### config.mk
export PLATFORM = sky130hd
export DESIGN_NAME = bus_arbiter
export DESIGN_NICKNAME = d
export VERILOG_FILES = /design/src/rtl/bus_arbiter_pkg.sv /design/src/rtl/bus_master_multiplexer.sv /design/src/rtl/bus_arbiter.sv
export SDC_FILE = /design/constraint.sdc
export NUM_CORES = 1
export LEC_CHECK = 0
export CELL_PAD_IN_SITES_DETAIL_PLACEMENT = 2
export CELL_PAD_IN_SITES_GLOBAL_PLACEMENT = 2
export CORE_ASPECT_RATIO = 0.75
export CORE_MARGIN = 2
export CORE_UTILIZATION = 11
export DETAILED_ROUTE_END_ITERATION = 8
export PLACE_DENSITY = 0.83
export REMOVE_ABC_BUFFERS = 1
export SLEW_MARGIN = 0
export SYNTH_ARGS = -nofsm -noshare
export SYNTH_HDL_FRONTEND = slang
export SYNTH_SLANG_ARGS = --single-unit
export TNS_END_PERCENT = 50
### constraint.sdc
create_clock -name clock -period 3.77 [get_ports clock]
set_input_delay 0.5655 -clock clock [delete_from_list [all_inputs] [get_ports clock]]
set_output_delay 0.5655 -clock clock [all_outputs]
set_load 0.05 [all_outputs]
### src/rtl/bus_arbiter_pkg.sv
// Shared definitions for the four-master round-robin bus arbiter.
// Owner encoding, arbitration states and default bus widths.
package bus_arbiter_pkg;

  localparam int MASTER_COUNT       = 4;
  localparam int BUS_OWNER_WIDTH    = 2;
  localparam int WORD_ADDRESS_WIDTH = 30;
  localparam int WORD_DATA_WIDTH    = 32;

  typedef logic [BUS_OWNER_WIDTH-1:0] owner_t;

  localparam owner_t BUS_OWNER_MASTER0 = 2'd0;

  typedef enum logic [1:0] {
    STATE_IDLE    = 2'h0,
    STATE_GRANTED = 2'h1,
    STATE_BUSY    = 2'h2
  } arb_state_t;

endpackage

### src/rtl/bus_master_multiplexer.sv
// Owner-indexed select of the master-side access signals onto the shared bus.
// Only the owner's lane is read, so junk on other lanes never reaches the output.
module bus_master_multiplexer
  import bus_arbiter_pkg::*;
#(
  parameter int ADDR_WIDTH = WORD_ADDRESS_WIDTH,
  parameter int DATA_WIDTH = WORD_DATA_WIDTH
) (
  input  owner_t                                   owner,
  input  logic [MASTER_COUNT-1:0][ADDR_WIDTH-1:0]  master_address,
  input  logic [MASTER_COUNT-1:0]                  master_address_strobe_,
  input  logic [MASTER_COUNT-1:0]                  master_read_write,
  input  logic [MASTER_COUNT-1:0][DATA_WIDTH-1:0]  master_write_data,
  output logic [ADDR_WIDTH-1:0]                    owner_address,
  output logic                                     owner_address_strobe_,
  output logic                                     owner_read_write,
  output logic [DATA_WIDTH-1:0]                    owner_write_data
);

  assign owner_address         = master_address[owner];
  assign owner_address_strobe_ = master_address_strobe_[owner];
  assign owner_read_write      = master_read_write[owner];
  assign owner_write_data      = master_write_data[owner];

endmodule

### src/rtl/bus_arbiter.sv
// Round-robin arbiter for four bus masters sharing one slave bus.
// Ownership is held across an outstanding access and handed over with no dead cycle.
module bus_arbiter
  import bus_arbiter_pkg::*;
#(
  parameter int ADDR_WIDTH = WORD_ADDRESS_WIDTH,
  parameter int DATA_WIDTH = WORD_DATA_WIDTH
) (
  input  logic                  clock,
  input  logic                  reset_,
  input  logic                  master0_request_,
  input  logic [ADDR_WIDTH-1:0] master0_address,
  input  logic                  master0_address_strobe_,
  input  logic                  master0_read_write,
  input  logic [DATA_WIDTH-1:0] master0_write_data,
  output logic                  master0_grant_,
  input  logic                  master1_request_,
  input  logic [ADDR_WIDTH-1:0] master1_address,
  input  logic                  master1_address_strobe_,
  input  logic                  master1_read_write,
  input  logic [DATA_WIDTH-1:0] master1_write_data,
  output logic                  master1_grant_,
  input  logic                  master2_request_,
  input  logic [ADDR_WIDTH-1:0] master2_address,
  input  logic                  master2_address_strobe_,
  input  logic                  master2_read_write,
  input  logic [DATA_WIDTH-1:0] master2_write_data,
  output logic                  master2_grant_,
  input  logic                  master3_request_,
  input  logic [ADDR_WIDTH-1:0] master3_address,
  input  logic                  master3_address_strobe_,
  input  logic                  master3_read_write,
  input  logic [DATA_WIDTH-1:0] master3_write_data,
  output logic                  master3_grant_,
  input  logic                  bus_ready_,
  output logic [ADDR_WIDTH-1:0] slave_address,
  output logic                  slave_address_strobe_,
  output logic                  slave_read_write,
  output logic [DATA_WIDTH-1:0] slave_write_data
);

  owner_t     owner;
  arb_state_t state;

  logic [MASTER_COUNT-1:0]                 request;
  logic [MASTER_COUNT-1:0][ADDR_WIDTH-1:0] master_address;
  logic [MASTER_COUNT-1:0]                 master_address_strobe_;
  logic [MASTER_COUNT-1:0]                 master_read_write;
  logic [MASTER_COUNT-1:0][DATA_WIDTH-1:0] master_write_data;
  logic                                    owner_address_strobe_;
  logic                                    owner_request;
  logic                                    owner_strobe;
  logic                                    ready;
  logic                                    rr_found;
  owner_t                                  rr_winner;

  // Search owner+1, owner+2, owner+3, owner; the current owner always comes last.
  function automatic logic [BUS_OWNER_WIDTH:0] rr_search(input owner_t current,
                                                         input logic [MASTER_COUNT-1:0] req);
    owner_t cand;
    owner_t winner;
    logic   found;
    found  = 1'b0;
    winner = current;
    for (int k = 1; k <= MASTER_COUNT; k++) begin
      cand = current + owner_t'(k);
      if (!found && req[cand]) begin
        found  = 1'b1;
        winner = cand;
      end
    end
    return {found, winner};
  endfunction

  assign request = ~{master3_request_, master2_request_, master1_request_, master0_request_};
  assign master_address = {master3_address, master2_address, master1_address, master0_address};
  assign master_address_strobe_ = {master3_address_strobe_, master2_address_strobe_,
                                   master1_address_strobe_, master0_address_strobe_};
  assign master_read_write = {master3_read_write, master2_read_write,
                              master1_read_write, master0_read_write};
  assign master_write_data = {master3_write_data, master2_write_data,
                              master1_write_data, master0_write_data};

  bus_master_multiplexer #(
    .ADDR_WIDTH (ADDR_WIDTH),
    .DATA_WIDTH (DATA_WIDTH)
  ) u_mux (
    .owner                  (owner),
    .master_address         (master_address),
    .master_address_strobe_ (master_address_strobe_),
    .master_read_write      (master_read_write),
    .master_write_data      (master_write_data),
    .owner_address          (slave_address),
    .owner_address_strobe_  (owner_address_strobe_),
    .owner_read_write       (slave_read_write),
    .owner_write_data       (slave_write_data)
  );

  assign owner_request           = request[owner];
  assign owner_strobe            = ~owner_address_strobe_;
  assign ready                   = ~bus_ready_;
  assign {rr_found, rr_winner}   = rr_search(owner, request);

  // A parked owner that is not requesting cannot put a strobe on the bus.
  assign slave_address_strobe_ = (owner_request || state == STATE_BUSY) ?
                                 owner_address_strobe_ : 1'b1;

  assign master0_grant_ = (owner != 2'd0);
  assign master1_grant_ = (owner != 2'd1);
  assign master2_grant_ = (owner != 2'd2);
  assign master3_grant_ = (owner != 2'd3);

  always_ff @(posedge clock or negedge reset_) begin
    if (!reset_) begin
      owner <= BUS_OWNER_MASTER0;
      state <= STATE_IDLE;
    end else begin
      case (state)
        STATE_IDLE: begin
          if (rr_found) begin
            owner <= rr_winner;
            state <= STATE_GRANTED;
          end
        end
        STATE_GRANTED: begin
          if (owner_request && owner_strobe) begin
            if (!ready) state <= STATE_BUSY;
          end else if (!owner_request) begin
            if (rr_found) owner <= rr_winner;
            else          state <= STATE_IDLE;
          end
        end
        STATE_BUSY: begin
          if (ready) begin
            if (owner_request) begin
              state <= STATE_GRANTED;
            end else if (rr_found) begin
              owner <= rr_winner;
              state <= STATE_GRANTED;
            end else begin
              state <= STATE_IDLE;
            end
          end
        end
        default: state <= STATE_IDLE;
      endcase
    end
  end

endmodule

==> flow_metrics.tcl, run 1 <==
set metrics [dict create \
    status "complete, no violations" \
    critPathKind "primary input to output pin" \
    r2r_slack_ns 1.56 \
    irDropWorstVdd_v 0.000342 \
    worstSetupEndpoint "slave_address_strobe_" \
    cts_tree "yes" \
    synthToLayoutAreaGrowth_pct 173 \
    fin_crit_sh 0.848 \
    synth_warnings 0 \
    vias_per_cell 4.30 \
    dieArea_um2 20300 \
    syn_area_um2 2110 \
    overflow 0 \
    first_global_vias 3503 \
    dieHeight_um 124 \
    synth_area_per_cell_um2 14.0 \
    syn_inst 151 \
    grt_util_all_layers 0.179 \
    post-cts-setup-buffers 0 \
    finClkSkew_ns 0.000944 \
    nNetsFinal 743 \
    ff2ff_path_depth 7 \
    drt_first_pass_iters 4 \
    gp_congestion 0.917 \
    synth-edff-count 0 \
    clock_latency_ns 0.22 \
    ys_seq_area_frac 0.0474 \
    power_density_nw_per_um2 756 \
    postRouteAntennaNets 0 \
    critPathArrivalTime_ns 2.63 \
    cp-end-kind "output pin" \
    drt_iter0_drc 169 \
    cts-buffers-inserted 3 \
    timing.rr.end "owner[0]" \
    drive_gt1_frac 0.164 \
    clkTransAtPathRegs_ns 0.03 \
    rsz0062_at_grt "false" \
    worst_hold_slack_ns 0.568 \
    drt_wl_total_um 19100 \
    hold_violations 0 \
    routedWlPerCell_um 26.7 \
    dpl.cell_count 713 \
    async_reset_ff_frac 1.00 \
    cp-start-kind "primary input" \
    holdBufCountCts 0 \
    r2r-start "owner[1]" \
    stdcell_count 717 \
    worstSetupStartpoint "master3_request_" \
    grt_pass1_wl_um 25700 \
    slew_violations 0 \
    yosys.cell_types.count 34 \
    max_freq_mhz 313 \
    crit_fanout 9 \
    cap_violations 0 \
    htree_levels 1 \
    grt_start_max_net_pins 65 \
    worst_pin_slew_ns 0.650 \
    remaining_drc_errors 0 \
    numClockSinks 4 \
    period_needed_ns 3.20 \
    core_um2 18700 \
    clock_path_buffers 2 \
    cts_resized 0 \
    io_pins 331 \
    crit_required_ns 3.20 \
    num_vias 3085 \
    total_power_mw 4.36 \
    synth-seq-cells 4 \
    p_leak_nw 2.05 \
    cts-root-buf "clkbuf_16" \
    dp_hpwl_um 17000 \
    antenna_found_initial 1 \
    final-setup-viol-count 0 \
    max-slew-margin-rel 0.565 \
    io_buffers 330 \
    initial_core_util 0.113 \
    num-fill-cells 1988 \
    die_w_um 164 \
    std_cell_rows 43 \
    synth-main-ff-cell "dfrtp_1" \
    hold_path_class "primary input to asynchronous set/reset pin" \
]
[power by group]
group	switching [mW]	internal, mW	leakage, nW
Sequential	0.107	0.0715	0.0468
Clock	0.0309	0.136	0.0370
Combinational	2.37	1.64	1.97
Total	2.51	1.85	2.05
[Yosys cell counts (all sizes together) (2+ instances only)]
cell type,number,share of area
nand2,2,0.0036
inv,11,0.020
clkbuf,3,0.0053
dfrtp,4,0.047
mux2i,3,0.014
o21ai,4,0.0095
a21o,2,0.0071
a32o,2,0.0095
mux4,65,0.69
nor2,6,0.014
a21oi,8,0.019
o31ai,2,0.0071
buf,14,0.034
ha,9,0.053
[final cells by class]
cell class / count / area, um2 / area share
Antenna cell: 1 / 2.50 / 0.000434
Sequential cell: 4 / 108 / 0.0187
Inverter: 11 / 41.3 / 0.00716
Tap cell: 247 / 309 / 0.0536
Timing Repair Buffer: 332 / 3340 / 0.580
Clock buffer: 3 / 75.1 / 0.0130
Multi-Input combinational cell: 119 / 1890 / 0.328
[cells by family after synthesis]
family | count (synthesis) | synth area share
buffers and inverters | 28 | 0.0592
adder cells (fa/ha/maj) | 9 | 0.0533
AND/OR/NAND/NOR | 14 | 0.0349
flip-flops | 4 | 0.0474
AO/OA/AOI/OAI | 27 | 0.0912
multiplexers | 69 | 0.714
[through the flow]
step	worst slack (ns)	cell area, um2	setup TNS, ns	util
finish	0.574	5760	0	0.309
global route	0.451	5760	0	0.309
CTS	0.539	5760	0	0.309
detailed placement	0.577	5690	0	0.305
global placement	0.658	5690	0	0.305
floorplan	-0.770	2030	-25.98	-
[sequential cells by signal, summed over array words and instances (netlist names)]
name,flops
state,2
owner,2
[critical path: stages]
cell	delay, ns
clkdlybuf4s50_1	0.56
mux4_2	0.60
a21o_1	0.20
clkdlybuf4s50_1	0.70
[placed cells by master (no fill, tap or decap), types with 3 or more instances in the layout]
cell,n
a21oi_1,8
clkbuf_16,3
mux4_2,65
mux2i_1,3
ha_1,9
clkdlybuf4s50_1,329
nor2_1,5
o21ai_0,3
inv_1,11
[worst min-delay path by stage]
| stage | to | from | slack, ns |
|---|---|---|---|
| 2_1_floorplan | owner[0] | reset_ | 0.27 |
| 4_1_cts | owner[0] | reset_ | 0.57 |
| 5_1_grt | owner[0] | reset_ | 0.59 |
| 3_3_place_gp | owner[0] | owner[0] | 0.64 |
| 3_5_place_dp | owner[0] | owner[0] | 0.68 |
| 6_report | owner[0] | reset_ | 0.57 |
[routing by layer]
layer  GRT usage  vias to the layer above  share of wire  wire [um]
li1            -                     1315              -          -
met1       0.210                     1588           0.38       7340
met2       0.336                      158           0.52       9900
met3      0.0296                       24          0.066       1270
met4      0.0548                        0          0.033        629
met5           0                        -              0          0
Note: power is estimated with default switching activity, not from simulation.
==> run 2: changes to the inputs <==
- CORE_UTILIZATION: 11 -> 10
- PLACE_DENSITY: 0.83 -> 0.8
- clock period: 3.77 -> 2.7 ns (I/O delays scaled with it)
==> run 2 against run 1 <==
  * Die area up 9.7%
  * Setup slack worse by 0.34 ns
  * Critical path depth down 1
  * Sequential share of layout area about the same
  * Cell count up 5.9%
  * Clock power up 46%
  * Design area rose by 1.9%
  * Largest power group unchanged
==> flow_metrics.tcl, run 2 (same netlist as run 1, synthesis figures left out) <==
set metrics [dict create \
    status "complete, no violations" \
    crit_required_ns 2.30 \
    dieArea_um2 22300 \
    routedWlPerCell_um 22.5 \
    crit_slowest_cell "dfrtp_4" \
    nNetsFinal 744 \
    p_sw_mw 3.47 \
    drt_wl_total_um 17100 \
    numClockSinks 4 \
    grt_util_all_layers 0.144 \
    remaining_drc_errors 0 \
    vias_per_cell 3.94 \
    sequentialPowerShare 0.036 \
    cts-buffers-inserted 3 \
    clock_path_buffers 2 \
    max-slew-margin-rel 0.621 \
    drt_first_pass_iters 4 \
    worst_pin_slew_ns 0.566 \
    cts_tree "yes" \
    switching_share 0.559 \
    post-cts-setup-buffers 0 \
    grt_start_max_net_pins 69 \
    grt_pass1_wl_um 23300 \
    combPwrFrac 0.925 \
    first_global_vias 3402 \
    overflow 0 \
    cp-end-kind "output pin" \
    top_regs "owner: 2 flops, state: 2 flops" \
    io_pins 331 \
    critPathArrivalTime_ns 2.06 \
    power_density_nw_per_um2 1060 \
    max_freq_mhz 406 \
    cts_resized 0 \
    final_common_cell "clkdlybuf4s50_1" \
    clkTransAtPathRegs_ns 0.03 \
    num_vias 2993 \
    dieHeight_um 130 \
    hold_path_class "primary input to asynchronous set/reset pin" \
    drive_gt1_frac 0.306 \
    cap_violations 0 \
    die_w_um 172 \
    antenna_found_initial 0 \
    htree_levels 1 \
    dp_hpwl_um 15100 \
    slowest_delay_ns 0.63 \
    final_cell_mix "clkdlybuf4s50_1 (263), mux4_2 (65), buf_4 (51)" \
    internal-power_mw 2.74 \
    rsz0062_at_grt "false" \
    fin_crit_sh 0.912 \
    core_um2 21000 \
    clock_latency_ns 0.23 \
    final-setup-viol-count 0 \
    antenna_cells 0 \
    crit_fanout 41 \
    io_buffers 330 \
    cp-start-kind "flop" \
    clockPowerShare 0.039 \
    holdBufCountCts 0 \
    gp_congestion 0.942 \
    drt_iter0_drc 87 \
    p_leak_nw 2.20 \
    irDropWorstVdd_v 0.000625 \
    total_power_mw 6.21 \
    setup_tns_ns 0 \
    finClkSkew_ns 0.000408 \
    postRouteAntennaNets 0 \
    cts-root-buf "clkbuf_16" \
    slew_violations 0 \
    initial_core_util 0.101 \
    crit_chain "buf_12, mux4_2, buf_4" \
    hold_violations 0 \
    period_needed_ns 2.46 \
    critPathKind "flop to output pin" \
    std_cell_rows 46 \
    synthToLayoutAreaGrowth_pct 178 \
]
## run 2: power by group through the flow
stage / Clock (mW) / Combinational [mW] / Sequential [mW]
global route: 0.253 / 6.00 / 0.239
finish: 0.243 / 5.74 / 0.221
floorplan: 0 / 3.43 / 0.456
CTS: 0.248 / 5.83 / 0.228
detailed placement: 0 / 5.82 / 0.228
global placement: 0 / 5.72 / 0.222
## run 2: cell type report
type / instances / area (um2)
Clock buffer: 4 / 78.8
Fill cell: 2326 / 15100
Inverter: 11 / 41.3
Multi-Input combinational cell: 119 / 1890
Sequential cell: 4 / 108
Tap cell: 288 / 360
Timing Repair Buffer: 333 / 3400
## run 2: per-layer routing
metal / vias to the layer above / track usage / routed length [um]
li1: 1312 / - / -
met1: 1529 / 0.165 / 6560
met2: 135 / 0.279 / 9000
met3: 17 / 0.0273 / 1200
met4: 0 / 0.0277 / 285
met5: - / 0 / 0
## run 2: through the flow
step / instance area (um2) / setup WS (ns) / hold WS (ns) / instances / utilization
4_1_cts: 5870 / 0.192 / 0.403 / 759 / 0.280
3_3_place_gp: 5790 / 0.375 / 0.641 / 755 / 0.277
2_1_floorplan: 2030 / -1.84 / 0.109 / 134 / -
5_1_grt: 5870 / 0.131 / 0.403 / 759 / 0.280
6_report: 5870 / 0.238 / 0.395 / 759 / 0.280
3_5_place_dp: 5790 / 0.317 / 0.638 / 755 / 0.277
## run 2: critical path: cells and delay by family (launching register included)
family	cells	cell delay [ns]
buffers and inverters	2	0.55
DFF	1	0.63
muxes	1	0.59
## run 2: worst paths after layout
check,startpoint,end,slack (ns),cells after the start
max reg2reg,owner[1],state[0],0.51,6
min reg2reg,state[1],state[1],0.76,3
max in group asynchronous,reset_,owner[0],2.10,1
min,reset_,state[1],0.40,1
max,owner[0],slave_address[28],0.24,3
min in group clock,state[1],state[1],0.76,3
==> run 3: changes to the inputs <==
- CAP_MARGIN: unset -> 20
==> results of run 3 <==
The final DEF is identical to that of run 2; final timing and power are the same.
